**config.mk**
```make
export PLATFORM = sky130hd
export DESIGN_NAME = ysyx_23060025_icache
export DESIGN_NICKNAME = d
export VERILOG_FILES = /design/src/rtl/ysyx_23060025_icache.sv
export SDC_FILE = /design/constraint.sdc
export NUM_CORES = 2
export LEC_CHECK = 0
export CAP_MARGIN = 20
export CORE_MARGIN = 10
export CORE_UTILIZATION = 62
export DETAILED_ROUTE_END_ITERATION = 10
export PLACE_DENSITY = 0.79
export SYNTH_ARGS = -nofsm -noshare
export SYNTH_HDL_FRONTEND = slang
export SYNTH_SLANG_ARGS = --single-unit
```
**constraint.sdc**
```tcl
create_clock -name clock -period 24.4 [get_ports clock]
set_input_delay 2.44 -clock clock [delete_from_list [all_inputs] [get_ports clock]]
set_output_delay 2.44 -clock clock [all_outputs]
set_load 0.005 [all_outputs]
```
**src/rtl/ysyx_23060025_icache.sv**
```systemverilog
// Direct-mapped, read-only instruction cache between the IFU and a burst-read
// memory port. Hits answer in the cycle after the request is registered.
// Misses refill a whole line and then answer from the line buffer.
// fence.i clears every valid bit at once.
// Optional feature: define ICACHE_PERF_COUNTER_EN to build the hit/miss
// counters. Without it, perf_hit_o and perf_miss_o are tied to zero.
module ysyx_23060025_icache #(
    parameter int ADDR_WIDTH   = 32,
    parameter int DATA_WIDTH   = 32,
    parameter int OFFSET_WIDTH = 4,
    parameter int INDEX_WIDTH  = 4
) (
    input  logic                  clock,
    input  logic                  reset,
    input  logic                  ifu_psel_i,
    input  logic [ADDR_WIDTH-1:0] ifu_paddr_i,
    output logic                  ifu_pready_o,
    output logic [DATA_WIDTH-1:0] ifu_prdata_o,
    input  logic                  fence_i_i,
    output logic                  mem_arvalid_o,
    input  logic                  mem_arready_i,
    output logic [ADDR_WIDTH-1:0] mem_araddr_o,
    output logic [7:0]            mem_arlen_o,
    input  logic                  mem_rvalid_i,
    output logic                  mem_rready_o,
    input  logic [DATA_WIDTH-1:0] mem_rdata_i,
    input  logic [1:0]            mem_rresp_i,
    input  logic                  mem_rlast_i,
    output logic [31:0]           perf_hit_o,
    output logic [31:0]           perf_miss_o
);

    localparam int WORD_W = OFFSET_WIDTH - 2;
    localparam int BEATS  = 1 << WORD_W;
    localparam int LINES  = 1 << INDEX_WIDTH;
    localparam int TAG_W  = ADDR_WIDTH - OFFSET_WIDTH - INDEX_WIDTH;

    typedef enum logic [2:0] {
        IDLE,
        LOOKUP,
        ARREQ,
        REFILL,
        RESP
    } state_t;

    state_t                  state_q, state_d;
    logic [TAG_W-1:0]        req_tag_q, req_tag_d;
    logic [INDEX_WIDTH-1:0]  req_index_q, req_index_d;
    logic [WORD_W-1:0]       req_word_q, req_word_d;
    logic [WORD_W-1:0]       beat_q, beat_d;
    logic                    fence_flag_q, fence_flag_d;
    logic                    err_flag_q, err_flag_d;
    logic [LINES-1:0]        valid_q, valid_d;
    logic [TAG_W-1:0]        tag_q [LINES];
    logic [TAG_W-1:0]        tag_d [LINES];
    logic [DATA_WIDTH-1:0]   data_q [LINES][BEATS];
    logic [DATA_WIDTH-1:0]   data_d [LINES][BEATS];
    logic [DATA_WIDTH-1:0]   line_buf_q [BEATS];
    logic [DATA_WIDTH-1:0]   line_buf_d [BEATS];
    logic                    hit;

    // Fetches are word aligned, so the byte-offset bits carry no information.
    logic unused_addr_bits;
    assign unused_addr_bits = ^ifu_paddr_i[1:0];

    // A full line is always requested, so the burst length is fixed.
    assign mem_arlen_o = 8'(BEATS - 1);

    // Tag compare uses the valid bits as they stood before any fence this cycle.
    assign hit = valid_q[req_index_q] && (tag_q[req_index_q] == req_tag_q);

    // Next-state logic and the handshake outputs that each state drives.
    always_comb begin
        state_d       = state_q;
        ifu_pready_o  = 1'b0;
        ifu_prdata_o  = '0;
        mem_arvalid_o = 1'b0;
        mem_araddr_o  = '0;
        mem_rready_o  = 1'b0;
        case (state_q)
            IDLE: begin
                if (ifu_psel_i) begin
                    state_d = LOOKUP;
                end
            end
            LOOKUP: begin
                if (hit) begin
                    ifu_pready_o = 1'b1;
                    ifu_prdata_o = data_q[req_index_q][req_word_q];
                    state_d      = IDLE;
                end else begin
                    state_d = ARREQ;
                end
            end
            ARREQ: begin
                mem_arvalid_o = 1'b1;
                mem_araddr_o  = {req_tag_q, req_index_q, {OFFSET_WIDTH{1'b0}}};
                if (mem_arready_i) begin
                    state_d = REFILL;
                end
            end
            REFILL: begin
                mem_rready_o = 1'b1;
                if (mem_rvalid_i && mem_rlast_i) begin
                    state_d = RESP;
                end
            end
            RESP: begin
                ifu_pready_o = 1'b1;
                ifu_prdata_o = line_buf_q[req_word_q];
                state_d      = IDLE;
            end
            default: begin
                state_d = IDLE;
            end
        endcase
    end

    // Request capture, refill bookkeeping and array updates.
    always_comb begin
        req_tag_d    = req_tag_q;
        req_index_d  = req_index_q;
        req_word_d   = req_word_q;
        beat_d       = beat_q;
        fence_flag_d = fence_flag_q;
        err_flag_d   = err_flag_q;
        valid_d      = valid_q;
        tag_d        = tag_q;
        data_d       = data_q;
        line_buf_d   = line_buf_q;

        case (state_q)
            IDLE: begin
                fence_flag_d = 1'b0;
                if (ifu_psel_i) begin
                    req_tag_d   = ifu_paddr_i[ADDR_WIDTH-1 -: TAG_W];
                    req_index_d = ifu_paddr_i[OFFSET_WIDTH +: INDEX_WIDTH];
                    req_word_d  = ifu_paddr_i[2 +: WORD_W];
                end
            end
            ARREQ: begin
                // A fresh miss starts with a clean error record and slot 0.
                beat_d     = '0;
                err_flag_d = 1'b0;
                if (fence_i_i) begin
                    fence_flag_d = 1'b1;
                end
            end
            REFILL: begin
                if (fence_i_i) begin
                    fence_flag_d = 1'b1;
                end
                if (mem_rvalid_i) begin
                    line_buf_d[beat_q] = mem_rdata_i;
                    beat_d             = beat_q + WORD_W'(1);
                    if (mem_rresp_i != 2'b00) begin
                        err_flag_d = 1'b1;
                    end
                end
            end
            RESP: begin
                for (int w = 0; w < BEATS; w++) begin
                    data_d[req_index_q][w] = line_buf_q[w];
                end
                tag_d[req_index_q]   = req_tag_q;
                valid_d[req_index_q] = !err_flag_q && !fence_flag_q;
                fence_flag_d         = 1'b0;
                beat_d               = '0;
            end
            default: begin
                fence_flag_d = 1'b0;
            end
        endcase

        // Invalidation wins over any line installed in the same cycle.
        if (fence_i_i) begin
            valid_d = '0;
        end
    end

    // Control state with synchronous active-low reset.
    always_ff @(posedge clock) begin
        if (!reset) begin
            state_q      <= IDLE;
            req_tag_q    <= '0;
            req_index_q  <= '0;
            req_word_q   <= '0;
            beat_q       <= '0;
            fence_flag_q <= 1'b0;
            err_flag_q   <= 1'b0;
            valid_q      <= '0;
        end else begin
            state_q      <= state_d;
            req_tag_q    <= req_tag_d;
            req_index_q  <= req_index_d;
            req_word_q   <= req_word_d;
            beat_q       <= beat_d;
            fence_flag_q <= fence_flag_d;
            err_flag_q   <= err_flag_d;
            valid_q      <= valid_d;
        end
    end

    // Storage arrays need no reset: the valid bits guard every read.
    always_ff @(posedge clock) begin
        tag_q      <= tag_d;
        data_q     <= data_d;
        line_buf_q <= line_buf_d;
    end

`ifdef ICACHE_PERF_COUNTER_EN
    logic [31:0] perf_hit_q, perf_hit_d;
    logic [31:0] perf_miss_q, perf_miss_d;

    // Count lookup outcomes; both counters wrap naturally at 2^32.
    always_comb begin
        perf_hit_d  = perf_hit_q;
        perf_miss_d = perf_miss_q;
        if (state_q == LOOKUP) begin
            if (hit) begin
                perf_hit_d = perf_hit_q + 32'd1;
            end else begin
                perf_miss_d = perf_miss_q + 32'd1;
            end
        end
    end

    // Counter registers with synchronous active-low reset.
    always_ff @(posedge clock) begin
        if (!reset) begin
            perf_hit_q  <= '0;
            perf_miss_q <= '0;
        end else begin
            perf_hit_q  <= perf_hit_d;
            perf_miss_q <= perf_miss_d;
        end
    end

    assign perf_hit_o  = perf_hit_q;
    assign perf_miss_o = perf_miss_q;
`else
    assign perf_hit_o  = '0;
    assign perf_miss_o = '0;
`endif

endmodule

```
=== Word level (Yosys, flattened, before mapping) ===
Index checks and enable logic that the tools add are counted.

* Register bits: 2613
* Bits in latches: 0
* Bits in writable memories: 0
* Memory bits (read-only): 0
* Input port bits: 73
* Word-level logic and storage cells: 187
* Memories kept: 0

* Add/sub/neg operators: 1
* $mul: 0
* Divide/modulo/power cells: 0
* Magnitude comparators: 7
* Eq/ne operators: 10
* Shift operators: 0
* Muxes and demuxes: 52
* Bitwise gates (word level): 4
* Reduce and logical (&&, ||, !) cells: 21

{| class="wikitable"
|+ Operators by type and width
! kind !! number
|-
| $bwmux 2048 || 4
|-
| $demux 128 s4 || 4
|-
| $bmux 128 s4 || 1
|-
| $bwmux 384 || 1
|-
| $mux 128 || 3
|-
| $mux 32 || 8
|-
| $bmux 32 s2 || 2
|-
| $bwmux 128 || 1
|-
| $bmux 24 s4 || 1
|-
| $demux 24 s4 || 1
|-
| $mux 96 || 1
|-
| $mux 24 || 3
|-
| $demux 32 s2 || 1
|-
| $mux 64 || 1
|-
| $pmux 32 s2 || 1
|-
| $eq 24x24->1 || 1
|-
| $bwmux 16 || 1
|-
| $pmux 3 s4 || 1
|-
| $ne 2x2->1 const B || 5
|-
| $mux 3 || 3
|-
| $reduce_and 2->1 || 4
|-
| $mux 1 || 7
|-
| $eq 3x2->1 const B || 2
|-
| $ge 3x3->1 const B || 2
|-
| 22 further kinds || 36
|}

=== Longest topological paths before layout ===
* Depth in word-level cells: 9
* Gate-level depth with buffers: 14

=== Worst setup path after synthesis ===
No wires, ideal clock.

* Path type: register to register
* Start point: reg req_index_q[1]
* End point: reg valid_q[2]
* Setup time: 127 ps
* Arrival time: 17338 ps
* Required time: 24273 ps
* Slack: 6935 ps
* Stages on the path, launching flop included: 13
* Period minus slack after synthesis: 17465 ps
* Cell sequence: dfxtp_1 -> buf_6 -> buf_12 -> buf_6 -> buf_4 -> buf_2 -> buf_2 -> buf_4 -> buf_2 -> nand2_1 -> nor4_1 -> mux2i_1 -> nor2_1

* Cells in the longest elaborated chain, start to end: 5
* Elaborated cells between the ends (all ways): 6
* Those cells by class: 2 x order compare; 3 x mux; 1 x reduce/logical

{| class="wikitable"
|+ RTL lines
! item !! line !! source
|-
| start: declaration || 48 || <nowiki>logic [INDEX_WIDTH-1:0] req_index_q, req_index_d;</nowiki>
|-
| start signal: assignment || 195 || <nowiki>req_index_q <= req_index_d;</nowiki>
|-
| $lt 4x5->1 (not written as such) / $ge 4x1->1 (equally long branches) || 166 || <nowiki>valid_d[req_index_q] = !err_flag_q && !fence_flag_q;</nowiki>
|-
| $logic_and 1x1->1 || 166 ||
|-
| $mux 1 (not written as such) || 166 ||
|-
| $demux 1 s4 (*) || 166 ||
|-
| $bwmux 16 (*) || 166 ||
|-
| end signal: assignment || 200 || <nowiki>valid_q <= valid_d;</nowiki>
|-
| end: declaration || 53 || <nowiki>logic [LINES-1:0] valid_q, valid_d;</nowiki>
|}

Every way passes the cells marked *; elsewhere a longest branch is shown, timed or not.
A chain may end at the register's enable or synchronous reset.

=== Worst setup path in the final report ===
* Start point: reg req_index_q[1]
* End point: out ifu_prdata_o[21]

* Cells in the longest elaborated chain, start to end: 9
* Elaborated cells between the ends (all ways): 16
* Those cells by class: 1 x eq/ne; 13 x mux; 1 x bitwise; 1 x reduce/logical

{| class="wikitable"
|+ RTL lines
! item !! line !! source
|-
| $not 4->5 (not written as such) || 70, 89 ||
|-
| $bmux 128 s4 || 89 || <nowiki>ifu_prdata_o = data_q[req_index_q][req_word_q];</nowiki>
|-
| $mux 128 (not written as such) (2 in a row) || 89 ||
|-
| $bmux 32 s2 || 89 ||
|-
| $mux 32 (not written as such) (2 in a row) || 89 ||
|-
| $mux 32 (*) || 87 || <nowiki>if (hit) begin</nowiki>
|-
| $pmux 32 s2 (*) || 80 || <nowiki>case (state_q)</nowiki>
|-
| end: declaration || 18 || <nowiki>output logic [DATA_WIDTH-1:0] ifu_prdata_o,</nowiki>
|}

Every way passes the cells marked *; elsewhere a longest branch is shown, timed or not. The select of a mux whose other input is x is not followed.

==> metrics.md <==
| Metric | Value |
|---|---|
| Critical path launch point type | flip-flop |
| First-pass GRT wire length | approximately 380 mm |
| RSZ-0062 raised after global routing | no |
| Sequential power share | approximately 54% |
| Hold slack | 0.502 ns |
| Setup Buffers After CTS | 0 |
| R2R Setup Slk | between 15 and 20 ns |
| Post-CTS sizing | 0 |
| PD cells | about 78 nW/um^2 |
| TritonCTS Buffers | about 240 |
| Internal | 7.14 mW |
| Yosys cell types | 62 |
| Slew headroom | between 20% and 30% |
| Final WL | 257 mm |
| Post-synth EDFFs | 2560 |
| Layout cells sized above 1 | between 20% and 30% |
| Crit path max fanout | approximately 140 |
| Final setup fails | 0 |
| Die H | between 400 and 500 um |
| Initial DRC count | 7204 |
| Skew-Pair Late Insertion Delay | between 0.9 and 1 ns |
| Die width | roughly 430 um |
| Number of global-route vias before repair | about 54k |
| Via density | a little under 7 |
| Skew final | around 0.040 ns |
| XOR/XNOR share of the synthesized area | less than 1% |
| Syn Std Cell Area | ~100000 sq um |
| FF-to-FF path depth | 7 |
| Worst Path Arrival | between 7 and 8 ns |
| Beginning of the critical path | req_index_q[1] |
| Syn_area_per_cell | about 21 sq um |
| CTS tree | built |
| Power Total | just over 9 mW |
| Reg clk slew, reported paths | ~0.070 ns |
| Area Growth Syn to Fin | 10.9% |
| Synth Area in Compound Gates | under 10% |
| Filler cells | around 9.5k |
| Post-synth ARST share | 0% |
| TritonRoute pass-1 iters | 6 |
| Routed wire per std cell | between 30 and 40 um |
| Post-route insts no fill | 7494 |
| Setup CP Type | flip-flop to output pin |
| DR vias | between 50k and 60k |
| Switching share of power | between 20% and 30% |
| CTS sink cnt | about 2.6k |
| Overall die area | ~190000 sq um |
| Slowest cell delay on critical path | between 0.8 and 0.9 ns |
| FF-to-FF End | tag_q[109] |
| CP Data Required Time | between 20 and 25 ns |
| Initial antenna violation count | 12 |
| FF-to-FF Start | req_index_q[1] |
| Sw power | 1.93 mW |
| IO buf count | 133 |
| Rows | 150 |
| Hold wc startpoint | valid_q[12] |
| Slowest cell on the critical path | dfxtp_4 |
| Maximum clock rate | 100 MHz |
| I/O pins | around 210 |
| Aggregate global-route resource usage | 27.9% |
| Comb pwr share | roughly 5.2% |
| Largest net degree at the start of global routing | roughly 150 |
| CP cell instances | buf_4, buf_12, mux4_2, o21ai_0, xnor2_1, o31ai_1, nand3_4, buf_4, o41ai_2, clkdlybuf4s50_1 |
| Initial Util | between 60% and 70% |
| Placed cells | slightly above 7k |
| Crit-path most repeated cell | buf_4 |
| Yosys warnings | 0 |
| Post-route setup TNS | 0 ns |
| Synth Area in Simple Gates | 4.30% |
| Clock Path Buffers | 3 |
| Placer Congestion | 0.763 |
| Mux contribution to synthesized area | 17.7% |
| Fin. Hold Viols | 0 |
| Cells after synthesis | 4912 |
| FF+latch count, synth | 2613 |
| CP delay by family, top | buffers and inverters |
| Final slew viol count | 0 |
| Clock power frac | roughly 41% |
| Routed Antenna Nets | 0 |
| Worst path bufs/invs | 4 |
| Drc violations | 0 |
| Status | completed |
| H-tree levels | 4 |
| Final Cycle Share | roughly 41% |
| Hold buffer count at CTS | 0 |
| Leak | roughly 37 nW |
| Root Driver | clkbuf_16 |
| Max-cap violations | 0 |
| Period minus WS final | 9.97 ns |
| Worst VDD drop | just over 80 uV |
| Overflow after GRT | 0 |
| Post-synth top flop | edfxtp_1 |
| Largest family of logic cells by synthesized area | multiplexers |
| Hold Crit Depth | 2 |
| Seq/Total Area, Yosys | 74.5% |
| Crit path capture type | output pin |
| Adder-Cell Fraction of Synth Area | less than 1% |
| Hold EP | valid_q[12] |
| DP HPWL | roughly 130 mm |
| Number of nets in the layout | 5164 |
| Worst Hold Class | flip-flop to flip-flop |
| Core area | around 170000 sq um |
| Worst-Margin Slew | 1.16 ns |
worst min-delay path: cells and delay by family (launching register included):
| kind | cells | cell delay, ns |
|---|---|---|
| AND/OR/NAND/NOR | 1 | 0.07 |
| multiplexers | 1 | 0.07 |
| flip-flops | 1 | 0.33 |
power by group through the flow:
stage          Combinational [mW]  Clock (mW)  Sequential (mW)
3_5_place_dp                0.462           0             5.01
5_1_grt                     0.497        3.88             4.91
6_report                    0.471        3.69             4.91
4_1_cts                     0.471        3.72             4.91
3_3_place_gp                0.455           0             5.00
2_1_floorplan               0.352           0             4.99
cell families after synthesis:
logic type,Yosys count
flops,2613
other cells,2
buf+inv,400
xor+xnor,28
mux,905
compound gates,160
fa+ha+maj,4
simple gates,800
Yosys cell counts, types with 3 or more instances:
cell type | instances | area share [%]
buf_4 | 84 | 0.60
nor3_1 | 20 | 0.096
and3_1 | 38 | 0.23
buf_2 | 60 | 0.29
nor2b_1 | 8 | 0.048
nand4_1 | 3 | 0.018
o41ai_1 | 4 | 0.033
buf_6 | 7 | 0.075
mux4_2 | 752 | 16
clkbuf_1 | 184 | 0.66
nor4_1 | 4 | 0.024
o31ai_1 | 6 | 0.043
nand2b_1 | 6 | 0.036
nand3_1 | 7 | 0.033
xor2_1 | 23 | 0.19
buf_1 | 57 | 0.20
a22oi_1 | 9 | 0.065
dfxtp_1 | 53 | 1.0
o21ai_0 | 9 | 0.043
inv_1 | 6 | 0.022
o41ai_2 | 29 | 0.45
o22ai_1 | 5 | 0.030
mux4_1 | 3 | 0.075
xnor2_1 | 5 | 0.042
nand2_1 | 117 | 0.42
mux2i_1 | 107 | 1.0
a21boi_0 | 30 | 0.22
and2_1 | 514 | 3.1
a31oi_1 | 3 | 0.018
edfxtp_1 | 2560 | 73
ha_1 | 4 | 0.048
a21oi_1 | 41 | 0.20
mux2_2 | 43 | 0.46
nor2_1 | 74 | 0.27
a22o_1 | 5 | 0.042
per-layer routing:
layer / track usage [%] / share of wire, % / wire (um) / vias to the layer above
met1: 37.4 / 34 / 88700 / 27000
met5: 0 / 0 / 0 / -
met3: 5.40 / 11 / 27700 / 603
met4: 11.8 / 4.2 / 10800 / 0
li1: - / - / - / 20300
met2: 45.4 / 51 / 130000 / 3613
through the flow:
step,cell area [sq um],worst slack (ns),utilization (%)
final,116000,14.43,69.3
after global placement,108000,15.36,64.6
after global routing,116000,14.25,69.3
after CTS,116000,14.41,69.2
after detailed placement,108000,15.40,64.6
after floorplan,105000,6.94,-
area by class of cell:
cell class                 instances  area (sq um)  area share [%]
inverter                           7          33.8          0.0291
clock buffer                     285          6190            5.33
antenna                            8          20.0          0.0172
multi-input combinational       1973         25200            21.7
tap                             2204          2760            2.37
clock inverter                   151          1540            1.33
sequential                      2613         78000            67.1
timing repair buffer             253          2380            2.05
state kept, by name, summed over array words and instances (netlist names):
name and flops:
beat_q 2, data_q 2048, err_flag_q 1, fence_flag_q 1
line_buf_q 128, req_index_q 4, req_tag_q 24, req_word_q 2
state_q 3, tag_q 384, valid_q 16
cells in the final DEF (no fill, tap or decap), drive strengths merged, types with 23 or more instances in the layout:
cell type / netlist / routed
nand2: 117 / 117
o41ai: 33 / 33
nor2: 74 / 74
mux2: 43 / 43
clkinv: 0 / 111
and2: 515 / 515
mux2i: 107 / 107
a21boi: 30 / 30
xor2: 23 / 23
dfxtp: 53 / 53
buf: 209 / 120
clkbuf: 184 / 285
clkdlybuf4s50: 0 / 133
and3: 38 / 38
conb: 2 / 76
a21oi: 41 / 41
edfxtp: 2560 / 2560
mux4: 755 / 755
worst max path at each step:
| stage | end | slack (ns) | cells past startpoint |
|---|---|---|---|
| 3_3_place_gp | ifu_prdata_o[21] | 15.36 | 10 |
| 5_1_grt | ifu_prdata_o[21] | 14.25 | 10 |
| 6_report | ifu_prdata_o[21] | 14.43 | 10 |
| 4_1_cts | ifu_prdata_o[21] | 14.41 | 10 |
| 2_1_floorplan | valid_q[2] | 6.94 | 12 |
| 3_5_place_dp | ifu_prdata_o[21] | 15.40 | 10 |
Power figures use the tool's default switching activity.
